--- src/rtl/queue_pkg.sv ---
// queue_pkg: shared FSM state encoding and default widths for queue_ctrl
package queue_pkg;
  localparam int DEF_DATA_WIDTH = 8;
  localparam int DEF_ADDR_WIDTH = 4;
  typedef enum logic [1:0] {IDLE, FETCH, HOLD} state_t;
endpackage

--- src/rtl/queue_ctrl_if.sv ---
// queue_ctrl_if: push/pop handshakes, flush, storage port and status of queue_ctrl; slave = controller side, master = user/storage side
interface queue_ctrl_if
  import queue_pkg::*;
#(
  parameter int DATA_WIDTH = DEF_DATA_WIDTH,
  parameter int ADDR_WIDTH = DEF_ADDR_WIDTH
);
  logic                  push_valid;
  logic                  push_ready;
  logic [DATA_WIDTH-1:0] push_data;
  logic                  pop_valid;
  logic                  pop_ready;
  logic [DATA_WIDTH-1:0] pop_data;
  logic                  flush;
  logic [ADDR_WIDTH-1:0] mem_addr;
  logic [DATA_WIDTH-1:0] mem_data;
  logic                  mem_we;
  logic [DATA_WIDTH-1:0] mem_rdata;
  logic [ADDR_WIDTH:0]   count;
  logic                  full;
  logic                  empty;
  logic [ADDR_WIDTH:0]   peak_count;
  modport slave (
    input  push_valid, push_data, pop_ready, flush, mem_rdata,
    output push_ready, pop_valid, pop_data, mem_addr, mem_data, mem_we, count, full, empty, peak_count
  );
  modport master (
    output push_valid, push_data, pop_ready, flush, mem_rdata,
    input  push_ready, pop_valid, pop_data, mem_addr, mem_data, mem_we, count, full, empty, peak_count
  );
endinterface

--- src/rtl/queue_ctrl.sv ---
// queue_ctrl: FIFO controller over external single-port storage; ports clk, rst, q (queue_ctrl_if.slave: push/pop handshakes, flush, mem port, count/full/empty/peak_count); QUEUE_CTRL_STATS_EN enables peak_count tracking
module queue_ctrl
  import queue_pkg::*;
#(
  parameter int DATA_WIDTH = DEF_DATA_WIDTH,
  parameter int ADDR_WIDTH = DEF_ADDR_WIDTH
) (
  input logic        clk,
  input logic        rst,
  queue_ctrl_if.slave q
);
  localparam int CW = ADDR_WIDTH + 1;
  localparam logic [CW-1:0] DEPTH = {1'b1, {ADDR_WIDTH{1'b0}}};
  state_t                state_q, state_d;
  logic [ADDR_WIDTH-1:0] wr_ptr_q, wr_ptr_d, rd_ptr_q, rd_ptr_d;
  logic [CW-1:0]         count_q, count_d;
  logic [DATA_WIDTH-1:0] pop_data_q, pop_data_d;
  logic                  full, empty, pop_hs, push_hs, push_ready, read_issue;
  always_comb begin
    full       = count_q == DEPTH;
    empty      = count_q == '0;
    pop_hs     = state_q == HOLD && q.pop_ready && !q.flush && !rst;
    read_issue = !rst && !q.flush && ((state_q == IDLE && !empty) || (pop_hs && count_q > CW'(1)));
    push_ready = !full && !rst && !q.flush && !read_issue;
    push_hs    = q.push_valid && push_ready;
    state_d    = q.flush ? IDLE : read_issue ? FETCH : state_q == FETCH ? HOLD : pop_hs ? IDLE : state_q;
    wr_ptr_d   = q.flush ? '0 : wr_ptr_q + ADDR_WIDTH'(push_hs);
    rd_ptr_d   = q.flush ? '0 : rd_ptr_q + ADDR_WIDTH'(state_q == FETCH);
    count_d    = q.flush ? '0 : count_q + CW'(push_hs) - CW'(pop_hs);
    pop_data_d = state_q == FETCH && !q.flush ? q.mem_rdata : pop_data_q;
  end
  always_ff @(posedge clk) begin
    if (rst) begin
      state_q    <= IDLE;
      wr_ptr_q   <= '0;
      rd_ptr_q   <= '0;
      count_q    <= '0;
      pop_data_q <= '0;
    end else begin
      state_q    <= state_d;
      wr_ptr_q   <= wr_ptr_d;
      rd_ptr_q   <= rd_ptr_d;
      count_q    <= count_d;
      pop_data_q <= pop_data_d;
    end
  end
  assign q.push_ready = push_ready;
  assign q.pop_valid  = state_q == HOLD;
  assign q.pop_data   = pop_data_q;
  assign q.mem_we     = push_hs;
  assign q.mem_addr   = push_hs ? wr_ptr_q : rd_ptr_q;
  assign q.mem_data   = q.push_data;
  assign q.count      = count_q;
  assign q.full       = full;
  assign q.empty      = empty;
`ifdef QUEUE_CTRL_STATS_EN
  logic [CW-1:0] peak_q;
  always_ff @(posedge clk) begin
    if (rst) peak_q <= '0;
    else     peak_q <= count_d > peak_q ? count_d : peak_q;
  end
  assign q.peak_count = peak_q;
`else
  assign q.peak_count = '0;
`endif
endmodule
--- src/flat_wrapper.sv ---
// flat-port wrapper written by rule: the top's interface ports become plain ports
module queue_ctrl_flat import queue_pkg::*;
#(
  parameter int DATA_WIDTH = DEF_DATA_WIDTH,
  parameter int ADDR_WIDTH = DEF_ADDR_WIDTH
)
  (clk, rst, q_push_valid, q_push_data, q_pop_ready, q_flush, q_mem_rdata, q_push_ready, q_pop_valid, q_pop_data, q_mem_addr, q_mem_data, q_mem_we, q_count, q_full, q_empty, q_peak_count);
  queue_ctrl_if #(.DATA_WIDTH(DATA_WIDTH), .ADDR_WIDTH(ADDR_WIDTH)) q_i ();
  input logic clk;
  input logic rst;
  input wire logic [$bits(q_i.push_valid)-1:0] q_push_valid;
  input wire logic [$bits(q_i.push_data)-1:0] q_push_data;
  input wire logic [$bits(q_i.pop_ready)-1:0] q_pop_ready;
  input wire logic [$bits(q_i.flush)-1:0] q_flush;
  input wire logic [$bits(q_i.mem_rdata)-1:0] q_mem_rdata;
  output wire logic [$bits(q_i.push_ready)-1:0] q_push_ready;
  output wire logic [$bits(q_i.pop_valid)-1:0] q_pop_valid;
  output wire logic [$bits(q_i.pop_data)-1:0] q_pop_data;
  output wire logic [$bits(q_i.mem_addr)-1:0] q_mem_addr;
  output wire logic [$bits(q_i.mem_data)-1:0] q_mem_data;
  output wire logic [$bits(q_i.mem_we)-1:0] q_mem_we;
  output wire logic [$bits(q_i.count)-1:0] q_count;
  output wire logic [$bits(q_i.full)-1:0] q_full;
  output wire logic [$bits(q_i.empty)-1:0] q_empty;
  output wire logic [$bits(q_i.peak_count)-1:0] q_peak_count;
  assign q_i.push_valid = q_push_valid;
  assign q_i.push_data = q_push_data;
  assign q_i.pop_ready = q_pop_ready;
  assign q_i.flush = q_flush;
  assign q_i.mem_rdata = q_mem_rdata;
  assign q_push_ready = q_i.push_ready;
  assign q_pop_valid = q_i.pop_valid;
  assign q_pop_data = q_i.pop_data;
  assign q_mem_addr = q_i.mem_addr;
  assign q_mem_data = q_i.mem_data;
  assign q_mem_we = q_i.mem_we;
  assign q_count = q_i.count;
  assign q_full = q_i.full;
  assign q_empty = q_i.empty;
  assign q_peak_count = q_i.peak_count;
  queue_ctrl #(.DATA_WIDTH(DATA_WIDTH), .ADDR_WIDTH(ADDR_WIDTH)) u_core (.clk(clk), .rst(rst), .q(q_i));
endmodule
--- config.mk ---
export PLATFORM = sky130hd
export DESIGN_NAME = queue_ctrl_flat
export DESIGN_NICKNAME = d
export VERILOG_FILES = /design/src/rtl/queue_pkg.sv /design/src/rtl/queue_ctrl_if.sv /design/src/rtl/queue_ctrl.sv /design/src/flat_wrapper.sv
export SDC_FILE = /design/constraint.sdc
export NUM_CORES = 1
export LEC_CHECK = 0
export ABC_AREA = 1
export BUFFER_PORTS_ARGS = -buffer_cell sky130_fd_sc_hd__buf_2
export CAP_MARGIN = 40
export CORE_AREA = 2 2 65 67
export DETAILED_ROUTE_END_ITERATION = 8
export DIE_AREA = 0 0 67 69
export SLEW_MARGIN = 30
export SYNTH_ARGS = -nofsm -noshare
export SYNTH_HDL_FRONTEND = slang
export SYNTH_SLANG_ARGS = --single-unit
--- constraint.sdc ---
create_clock -name clk -period 2.8 [get_ports clk]
set_input_delay 0.56 -clock clk [delete_from_list [all_inputs] [get_ports clk]]
set_output_delay 0.56 -clock clk [all_outputs]
set_load 0.02 [all_outputs]
==> implementation parameters, run 1 <==
Parameter                              Value

Outcome
  Run status    finished, final reports clean

Pwr
  Power Total    590 µW
  Total power divided by cell area    375 mW/mm²
  Maximum VDD drop    0.225 mV
  Reported leakage power    0.000780 µW

CTS
  Clock network latency to the later pin of the worst-skew pair    0.26 ns
  Number of buffers created by CTS    3
  Count of H-tree levels built during CTS    1
  Sink count of the clock tree    23
  TritonCTS clock tree    built
  Cell at the root of the clock tree    sky130_fd_sc_hd__clkbuf_8
  Clock transition at the register clock pins on the worst setup and hold paths after CTS    0.08 ns
  Worst-case clock buffer depth    2

Logic synthesis
  Portion of netlist area occupied by mux cells    0%
  Netlist area before placement    0.00133 mm²
  Number of unique standard cell types used by synthesis    26
  Largest area contributor in the netlist    sky130_fd_sc_hd__dfxtp_1
  Sequential fraction of the synthesis area    34.6%
  Average cell area after synthesis    7.97 µm²
  Flip-flop and latch count after synthesis    23
  Fraction of post-synthesis cell area in the top cell type by area    34.6%
  Leading cell types by total area after synthesis    sky130_fd_sc_hd__dfxtp_1 (35%), sky130_fd_sc_hd__ha_1 (12%), sky130_fd_sc_hd__nand2_1 (7.6%), sky130_fd_sc_hd__buf_4 (7.3%), sky130_fd_sc_hd__inv_1 (5.9%)
  Post-Synth Adder-Cell Area    13.7%
  Share of synthesized cell area in and, or, nand and nor gates    27.3%
  Total number of yosys warnings    0
  Xor and xnor fraction of the mapped netlist area    2.63%
  Synthesized-area fraction occupied by ao, oa, aoi and oai cells    6.58%
  Gate count after technology mapping    167
  Combinational family with the most area after synthesis    simple AND/OR/NAND/NOR gates

Detailed routing
  Total number of vias    1095
  DRC violation count after routing    0
  Average wire per cell in the routed design    10.7 µm
  Total Wirelength    2680 µm
  Antenna-violating nets left    0
  Detail-routed via count per cell    4.36
  Length of the first detailed-routing pass in iterations    4
  Drt initial violations    28

Die
  Die Width    67 µm
  Floorplan die area    0.00462 mm²
  Core footprint    0.00391 mm²
  Number of placed I/O pins    56
  Std-Cell Rows    23
  Die Y-Extent    69 µm
  Effective utilization at floorplan    34.0%

Worst setup path
  Critical path type    reg2out
  Endpoint type of the worst setup path    output port
  Crit path launch type    register
  Critical path fanouts, max    4
  R2R setup slack    0.16 ns
  Critical path data required time    2.24 ns
  Critical Path AT    2.12 ns

Finish
  Area taken by flip-flops and latches    463 µm²
  Filler Cells Inserted    412
  Layout Cell Area excl Fill    0.00157 mm²
  Fraction of layout instances using a drive strength above 1    29.9%
  Area used by multi-input combinational logic    696 µm²
  Number of diodes    0
  Number of nets in the layout    237
  Syn-to-layout area delta    18.1%

Placed design
  Count of buffers from port buffering    34
  Post-placement worst setup slack    0.0103 ns
  Final weighted congestion in routability-driven placement    0.801
  Cell area after placement    0.00150 mm²
  DPL Wire Length    2130 µm

Global routing
  All-Layer GR Usage    12.0%
  Initial antenna violation count    0
  Via count of the first global-routing pass    1006
  First-pass GRT wire length    4420 µm
  Maximum number of pins on one net before global-route repair    14
  Remaining global-route overflow    0

Min path
  Class of the worst hold path    reg2reg

Timing
  Final worst-path cycle share    95.6%
  Worst Setup Slack, final    0.124 ns
  Number of slew-limit violations in the final report    0
  Worst Skew    0.00107 ns
  Hold Vio Cnt, Final    0
  Minimum clock period after layout    2.68 ns
  Final setup fails    0
  Fmax achieved    374 MHz

Run
  Maximum capacitance violations    0
-- area by class of cell --
class	instances	share of cell area (%)
timing repair buffer	40	13.7
clock inverter	1	0.318
inverter	24	5.73
multi-input combinational	110	44.2
sequential	23	29.4
tap	50	3.98
clock buffer	3	2.63
-- path summary, 6_finish.rpt --
check / from / endpoint / cells after the start
setup / recovery: u_core.q.count[3] / q_mem_addr[1] / 11
hold reg to reg: u_core.q.pop_data[1] / u_core.q.pop_data[1] / 2
hold / removal: u_core.q.pop_data[1] / u_core.q.pop_data[1] / 2
setup reg to reg: u_core.q.count[3] / u_core.q.count[4] / 14
-- cell usage after synthesis --
cell and number:
sky130_fd_sc_hd__a21oi_1 13, sky130_fd_sc_hd__buf_4 13, sky130_fd_sc_hd__buf_6 1, sky130_fd_sc_hd__clkinv_1 1, sky130_fd_sc_hd__conb_1 1, sky130_fd_sc_hd__dfxtp_1 23
sky130_fd_sc_hd__fa_1 1, sky130_fd_sc_hd__ha_1 13, sky130_fd_sc_hd__inv_1 21, sky130_fd_sc_hd__inv_2 2, sky130_fd_sc_hd__nand2_1 27, sky130_fd_sc_hd__nand2_2 1
sky130_fd_sc_hd__nand2_4 2, sky130_fd_sc_hd__nand3_1 12, sky130_fd_sc_hd__nand3_2 1, sky130_fd_sc_hd__nand3_4 1, sky130_fd_sc_hd__nand4_1 6, sky130_fd_sc_hd__nor2_1 16
sky130_fd_sc_hd__nor2_2 1, sky130_fd_sc_hd__nor2_4 1, sky130_fd_sc_hd__nor2_8 1, sky130_fd_sc_hd__nor3_2 1, sky130_fd_sc_hd__o21ai_0 3, sky130_fd_sc_hd__o21bai_1 1
sky130_fd_sc_hd__xnor2_1 2, sky130_fd_sc_hd__xor2_1 2
-- where the power goes --
group | total (µW) | internal, µW | leakage (µW) | switching [µW]
Sequential | 329 | 328 | 0.000186 | 0.921
Clock | 204 | 99.1 | 0.0000255 | 105
Combinational | 57.1 | 20.1 | 0.000568 | 37.0
Total | 590 | 447 | 0.000780 | 143
-- per-layer routing --
layer  up-vias  global-route usage, %  part of all wire [%]
met3         2                   2.12                   6.2
met4         0                   4.76                   1.0
li1        583                      -                     -
met1       486                   16.1                    45
met5         -                      0                     0
met2        24                   18.7                    48
-- critical path: stages, from the launching register on --
cell	delay, ns
sky130_fd_sc_hd__dfxtp_2	0.34
sky130_fd_sc_hd__inv_1	0.09
sky130_fd_sc_hd__ha_1	0.23
sky130_fd_sc_hd__nand3_1	0.11
sky130_fd_sc_hd__nor2_2	0.07
sky130_fd_sc_hd__nor3_2	0.31
sky130_fd_sc_hd__buf_4	0.17
sky130_fd_sc_hd__buf_4	0.09
sky130_fd_sc_hd__buf_4	0.11
sky130_fd_sc_hd__nand4_1	0.10
sky130_fd_sc_hd__nand2_1	0.09
sky130_fd_sc_hd__buf_2	0.16
-- registers in the layout, summed over array words and instances, names as in the netlist --
register,flops
u_core.q.count,5
u_core.state_q,2
u_core.q.pop_data,8
u_core.rd_ptr_q,4
u_core.wr_ptr_q,4
-- cell usage in the layout (no fill, tap or decap), types with 2 or more instances in the layout --
master and instances:
sky130_fd_sc_hd__buf_2 34, sky130_fd_sc_hd__nand2_1 27, sky130_fd_sc_hd__inv_1 21, sky130_fd_sc_hd__dfxtp_1 21, sky130_fd_sc_hd__nor2_1 15, sky130_fd_sc_hd__ha_1 13, sky130_fd_sc_hd__nand3_1 12, sky130_fd_sc_hd__a21oi_1 12
sky130_fd_sc_hd__nand4_1 6, sky130_fd_sc_hd__buf_4 6, sky130_fd_sc_hd__conb_1 5, sky130_fd_sc_hd__o21ai_0 3, sky130_fd_sc_hd__clkbuf_8 3, sky130_fd_sc_hd__nor2_2 2, sky130_fd_sc_hd__nand2_4 2, sky130_fd_sc_hd__inv_2 2
sky130_fd_sc_hd__xnor2_1 2, sky130_fd_sc_hd__xor2_1 2, sky130_fd_sc_hd__dfxtp_2 2
-- logic make-up after synthesis --
kind of cell	count (synthesis)
compound gates	17
other cells	1
simple gates	70
buf+inv	38
fa+ha+maj	14
xor+xnor	4
flops	23
-- through the flow --
stage          cells  util (%)  hold WS, ns  setup TNS [ns]
2_1_floorplan    171         -        0.479               0
3_3_place_gp     244      38.2        0.450               0
3_5_place_dp     244      38.2        0.454               0
4_1_cts          248      39.4        0.466               0
5_1_grt          251      40.2        0.489         -0.0482
6_report         251      40.2        0.462               0
-- repair_timing --
action / CTS / global route
endpoints found under the setup margin: 1 / 1
gates cloned: 0 / 0
pin swaps: 1 / 2
hold buffers: 0 / 0
resized for setup: 0 / 3
buffers inserted: 0 / 3
(Power assumes the default switching activity.)
==> run 2: changes to the inputs <==
==> constraint.sdc (replaced) <==
create_clock -name clk -period 2.6 [get_ports clk]
set_input_delay 0.52 -clock clk [delete_from_list [all_inputs] [get_ports clk]]
set_output_delay 0.52 -clock clk [all_outputs]
set_load 0.02 [all_outputs]
==> implementation parameters, run 2 (synthesis results as in run 1) <==
Parameter                              Value

Finish
  Most frequent standard cell in the layout excluding fill and tap cells    sky130_fd_sc_hd__buf_2
  Number of diodes    0
  Number of flip-flops under the largest register name    8
  Count of non-filler cells in the finished layout    254
  Most used cells in the layout excluding fill and tap cells    sky130_fd_sc_hd__buf_2 (34), sky130_fd_sc_hd__nand2_1 (26), sky130_fd_sc_hd__dfxtp_1 (21), sky130_fd_sc_hd__inv_1 (19), sky130_fd_sc_hd__nor2_1 (15)
  Syn-to-layout area delta    21.6%
  Number of nets in the layout    240
  Filler Cells Inserted    415
  Fraction of layout instances using a drive strength above 1    32.8%
  End-of-flow core utilization    41.4%

Worst setup path
  Delay of the slowest critical-path stage    0.37 ns
  Critical path fanouts, max    3
  Cell type group with the largest total delay on the critical path    adder cells
  Beginning of the critical path    u_core.q.count[2]
  Crit path launch type    register
  Ordered cell list for the critical path    inv_2 -> ha_1 -> nand2_1 -> nand2_1 -> nand2_1 -> nand3_2 -> nand2_2 -> nand2_4 -> nand3_4 -> ha_1 -> inv_1 -> ha_1 -> fa_2 -> a21oi_2 -> o21bai_1 -> o21ai_1 -> a21oi_1
  Critical Path AT    2.56 ns
  Endpoint type of the worst setup path    register
  Critical path type    reg2reg
  Crit-path slowest cell    sky130_fd_sc_hd__fa_2
  Reg2Reg Launch Point    u_core.q.count[2]
  Buf/Inv on CP    2
  Critical path data required time    2.75 ns

Die
  Number of placed I/O pins    56
  Die Y-Extent    69 µm
  Die Width    67 µm
  Floorplan die area    0.00462 mm²
  Effective utilization at floorplan    34.0%
  Core footprint    0.00391 mm²
  Std-Cell Rows    23

Placed design
  Placed cell count    248
  DPL Wire Length    2060 µm
  Final weighted congestion in routability-driven placement    0.846
  Count of buffers from port buffering    34
  Post-placement worst setup slack    -0.0101 ns

Global routing
  Maximum number of pins on one net before global-route repair    14
  All-Layer GR Usage    11.7%
  Most used routing layer in global routing    met2
  Met2 Resource Use GR    17.1%
  Grt met1 use    16.4%
  Met3 track demand over resource in global routing    2.28%
  Initial antenna violation count    0
  First-pass GRT wire length    4240 µm
  Remaining global-route overflow    0
  Via count of the first global-routing pass    959

Run
  Maximum capacitance violations    0

Detailed routing
  Length of the first detailed-routing pass in iterations    4
  DRC violation count after routing    0
  Antenna-violating nets left    0
  Detail-routed via count per cell    4.41
  Total number of vias    1120
  Drt initial violations    30
  Total Wirelength    2540 µm
  Average wire per cell in the routed design    10.0 µm

Outcome
  Run status    finished, final reports clean

CTS
  Sink count of the clock tree    23
  Cell at the root of the clock tree    sky130_fd_sc_hd__clkbuf_8
  Clock network latency to the later pin of the worst-skew pair    0.26 ns
  # hold bufs at CTS    0
  Clock transition at the register clock pins on the worst setup and hold paths after CTS    0.08 ns
  Worst-case clock buffer depth    2
  Number of buffers created by CTS    3
  Count of H-tree levels built during CTS    1
  TritonCTS clock tree    built

Timing
  Minimum clock period after layout    2.41 ns
  Hold Vio Cnt, Final    0
  Worst Setup Slack, final    0.191 ns
  Fmax achieved    415 MHz
  Setup repair after global routing missed its margin    no
  Final worst-path cycle share    92.7%
  Worst Skew    0.00549 ns
  Number of slew-limit violations in the final report    0
  Final setup fails    0

Pwr
  Reported leakage power    0.000795 µW
  Maximum VDD drop    0.320 mV
  Total power divided by cell area    393 mW/mm²
  Power Total    636 µW

Min path
  Class of the worst hold path    reg2reg
  Hold wc startpoint    u_core.q.pop_data[1]
run 2: metrics by stage:
stage / TNS (ns) / hold slack [ns] / cell area (µm²)
floorplan: 0 / 0.479 / 1360
global placement: 0 / 0.445 / 1540
detailed placement: -0.0101 / 0.450 / 1540
CTS: 0 / 0.464 / 1590
global route: 0 / 0.488 / 1620
finish: 0 / 0.459 / 1620
run 2: worst paths after layout:
path                          endpoint  slack (ns)  cells after the start
setup / recovery     u_core.q.count[4]        0.19                     17
hold / removal    u_core.q.pop_data[1]        0.46                      2
setup reg to reg     u_core.q.count[4]        0.19                     17
hold reg to reg   u_core.q.pop_data[1]        0.46                      2
run 2: layout make-up:
cell class	count	area, µm²	share of cell area (%)
timing repair buffer	43	238	14.7
tap	50	62.6	3.86
clock buffer	3	41.3	2.55
multi-input combinational	110	717	44.3
sequential	23	465	28.7
clock inverter	1	5.00	0.309
inverter	24	90.1	5.56
run 2: what timing repair did:
action                     CTS  global route
setup endpoints to repair    0             1
buffers inserted             0             2
gates resized for setup      0             7
run 2: worst min-delay path, stage by stage, from the launching register on:
cell,delay [ns]
sky130_fd_sc_hd__dfxtp_1,0.32
sky130_fd_sc_hd__nand2_1,0.06
sky130_fd_sc_hd__a21oi_1,0.05
run 2: per-layer routing:
metal / wire length, µm / part of all wire (%)
met1: 1170 / 46
met2: 1210 / 48
met3: 130 / 5.1
met4: 30 / 1.2
met5: 0 / 0
run 2: power by group:
group,internal [µW],switching (µW)
Clock,107,114
Sequential,352,1.01
Combinational,22.2,40.0
==> run 3: changes to the inputs <==
--- a/config.mk
+++ b/config.mk
@@ -6,11 +6,11 @@
 export NUM_CORES = 1
 export LEC_CHECK = 0
 export ABC_AREA = 1
-export BUFFER_PORTS_ARGS = -buffer_cell sky130_fd_sc_hd__buf_2
 export CAP_MARGIN = 40
 export CORE_AREA = 2 2 65 67
 export DETAILED_ROUTE_END_ITERATION = 8
 export DIE_AREA = 0 0 67 69
+export DONT_BUFFER_PORTS = 1
 export SLEW_MARGIN = 30
 export SYNTH_ARGS = -nofsm -noshare
 export SYNTH_HDL_FRONTEND = slang
==> constraint.sdc (replaced) <==
create_clock -name clk -period 2.85 [get_ports clk]
set_input_delay 0.57 -clock clk [delete_from_list [all_inputs] [get_ports clk]]
set_output_delay 0.57 -clock clk [all_outputs]
set_load 0.02 [all_outputs]
==> implementation parameters, run 3 (synthesis results as in run 1) <==
Parameter                              Value

Die
  Core footprint    0.00391 mm²
  Die Width    67 µm
  Number of placed I/O pins    56
  Floorplan die area    0.00462 mm²
  Die Y-Extent    69 µm
  Effective utilization at floorplan    34.0%
  Std-Cell Rows    23

Pwr
  Total power divided by cell area    397 mW/mm²
  Maximum VDD drop    0.289 mV
  Reported leakage power    0.000620 µW

Finish
  Most used cells in the layout excluding fill and tap cells    sky130_fd_sc_hd__nand2_1 (27), sky130_fd_sc_hd__dfxtp_1 (23), sky130_fd_sc_hd__inv_1 (21), sky130_fd_sc_hd__nor2_1 (16)
  Number of nets in the layout    204
  Area taken by flip-flops and latches    460 µm²
  Number of diodes    0
  Layout Cell Area excl Fill    0.00141 mm²
  Most frequent standard cell in the layout excluding fill and tap cells    sky130_fd_sc_hd__nand2_1
  Number of flip-flops under the largest register name    8
  Filler Cells Inserted    435
  Fraction of layout instances using a drive strength above 1    14.9%
  Area used by multi-input combinational logic    696 µm²
  Syn-to-layout area delta    5.73%
  Count of non-filler cells in the finished layout    218

Min path
  Worst Hold Path EP    u_core.q.pop_data[4]
  Hold wc startpoint    rst
  Hold path depth    1
  Class of the worst hold path    in2reg

CTS
  Count of H-tree levels built during CTS    1
  Cell at the root of the clock tree    sky130_fd_sc_hd__clkbuf_8
  Clock transition at the register clock pins on the worst setup and hold paths after CTS    0.08 ns
  # hold bufs at CTS    0
  Number of buffers created by CTS    3
  TritonCTS clock tree    built
  Sink count of the clock tree    23
  Clock network latency to the later pin of the worst-skew pair    0.26 ns
  Worst-case clock buffer depth    2

Worst setup path
  Reg2Reg Launch Point    u_core.q.count[3]
  Critical path fanouts, max    6
  Ordered cell list for the critical path    inv_1 -> ha_2 -> nand4_1 -> nand2_1 -> nand2_2 -> nand2_4 -> nand3_4 -> ha_1 -> inv_1 -> ha_1 -> fa_2 -> a21oi_2 -> o21bai_1 -> o21ai_0 -> a21oi_1
  Critical Path AT    2.77 ns
  Crit-path slowest cell    sky130_fd_sc_hd__fa_2
  Crit path launch type    register
  Critical path type    reg2reg
  Endpoint type of the worst setup path    register
  Cell type group with the largest total delay on the critical path    adder cells
  R2R setup slack    0.23 ns
  Delay of the slowest critical-path stage    0.37 ns
  Critical R2R Capture    u_core.q.count[4]
  Buf/Inv on CP    2
  Critical path data required time    3.00 ns
  Cell depth of the worst flop-to-flop path    15

Placed design
  DPL Wire Length    2010 µm
  Count of buffers from port buffering    0
  Final weighted congestion in routability-driven placement    0.762
  Cell area after placement    0.00135 mm²
  Placed cell count    214
  Post-placement worst setup slack    0.168 ns

Global routing
  Initial antenna violation count    0
  Via count of the first global-routing pass    930
  First-pass GRT wire length    4170 µm
  Remaining global-route overflow    0
  All-Layer GR Usage    11.4%
  Maximum number of pins on one net before global-route repair    14

Detailed routing
  Detail-routed via count per cell    4.50
  DRC violation count after routing    0
  Drt initial violations    36
  Antenna-violating nets left    0
  Length of the first detailed-routing pass in iterations    4
  Total number of vias    982
  Total Wirelength    2520 µm
  Average wire per cell in the routed design    11.6 µm

Timing
  Worst hold slack after final layout    0.364 ns
  Fmax achieved    382 MHz
  Hold Vio Cnt, Final    0
  Final setup fails    0
  Worst Setup Slack, final    0.231 ns
  Number of slew-limit violations in the final report    0
  Setup repair after global routing missed its margin    no
  Final worst-path cycle share    91.9%
  Minimum clock period after layout    2.62 ns
  Worst Skew    0.00388 ns
  Final-layout setup total negative slack    0 ns

Outcome
  Run status    finished, final reports clean

Run
  Maximum capacitance violations    0
run 3: metal layers:
metal | track usage, % | share of wire (%)
met1 | 15.0 | 47
met2 | 17.5 | 45
met3 | 2.77 | 6.0
met4 | 4.76 | 2.1
met5 | 0 | 0
run 3: area by class of cell:
cell class	instances	share of cell area, %
Inverter	24	6.40
Timing Repair Buffer	7	3.73
Sequential cell	23	32.7
Clock inverter	1	0.356
Multi-Input combinational cell	110	49.4
Clock buffer	3	2.93
Tap cell	50	4.44
run 3: what timing repair did:
| action | in CTS | in global routing |
|---|---|---|
| setup buffers | 0 | 0 |
| resized for setup | 0 | 3 |
| endpoints found under the setup margin | 0 | 1 |
run 3: worst max path at each step:
stage	end	startpoint	slack (ns)	cells after the start
2_1_floorplan	u_core.q.count[4]	u_core.q.count[2]	0.03	14
3_3_place_gp	u_core.q.count[4]	u_core.q.count[3]	0.24	15
3_5_place_dp	u_core.q.count[4]	u_core.q.count[3]	0.17	15
4_1_cts	u_core.q.count[4]	u_core.q.count[3]	0.15	15
5_1_grt	u_core.q.count[4]	u_core.q.count[3]	0.01	15
6_report	u_core.q.count[4]	u_core.q.count[3]	0.23	15
run 3: per-stage QoR:
step,util [%],power (µW)
3_5_place_dp,34.6,366
2_1_floorplan,-,385
5_1_grt,36.0,586
4_1_cts,35.7,569
6_report,36.0,559
3_3_place_gp,34.6,366
run 3: worst register-to-register path: stages (launching register included):
cell	delay (ns)
sky130_fd_sc_hd__dfxtp_1	0.32
sky130_fd_sc_hd__inv_1	0.13
sky130_fd_sc_hd__ha_2	0.22
sky130_fd_sc_hd__nand4_1	0.14
sky130_fd_sc_hd__nand2_1	0.13
sky130_fd_sc_hd__nand2_2	0.07
sky130_fd_sc_hd__nand2_4	0.10
sky130_fd_sc_hd__nand3_4	0.10
sky130_fd_sc_hd__ha_1	0.29
sky130_fd_sc_hd__inv_1	0.04
sky130_fd_sc_hd__ha_1	0.20
sky130_fd_sc_hd__fa_2	0.37
sky130_fd_sc_hd__a21oi_2	0.14
sky130_fd_sc_hd__o21bai_1	0.08
sky130_fd_sc_hd__o21ai_0	0.14
sky130_fd_sc_hd__a21oi_1	0.06
run 3: power breakdown:
part	internal (µW)	leakage, µW	switching [µW]	total, µW
registers	322	0.000185	0.942	323
clock network	97.5	0.0000255	103	200
logic	9.21	0.000409	26.2	35.4
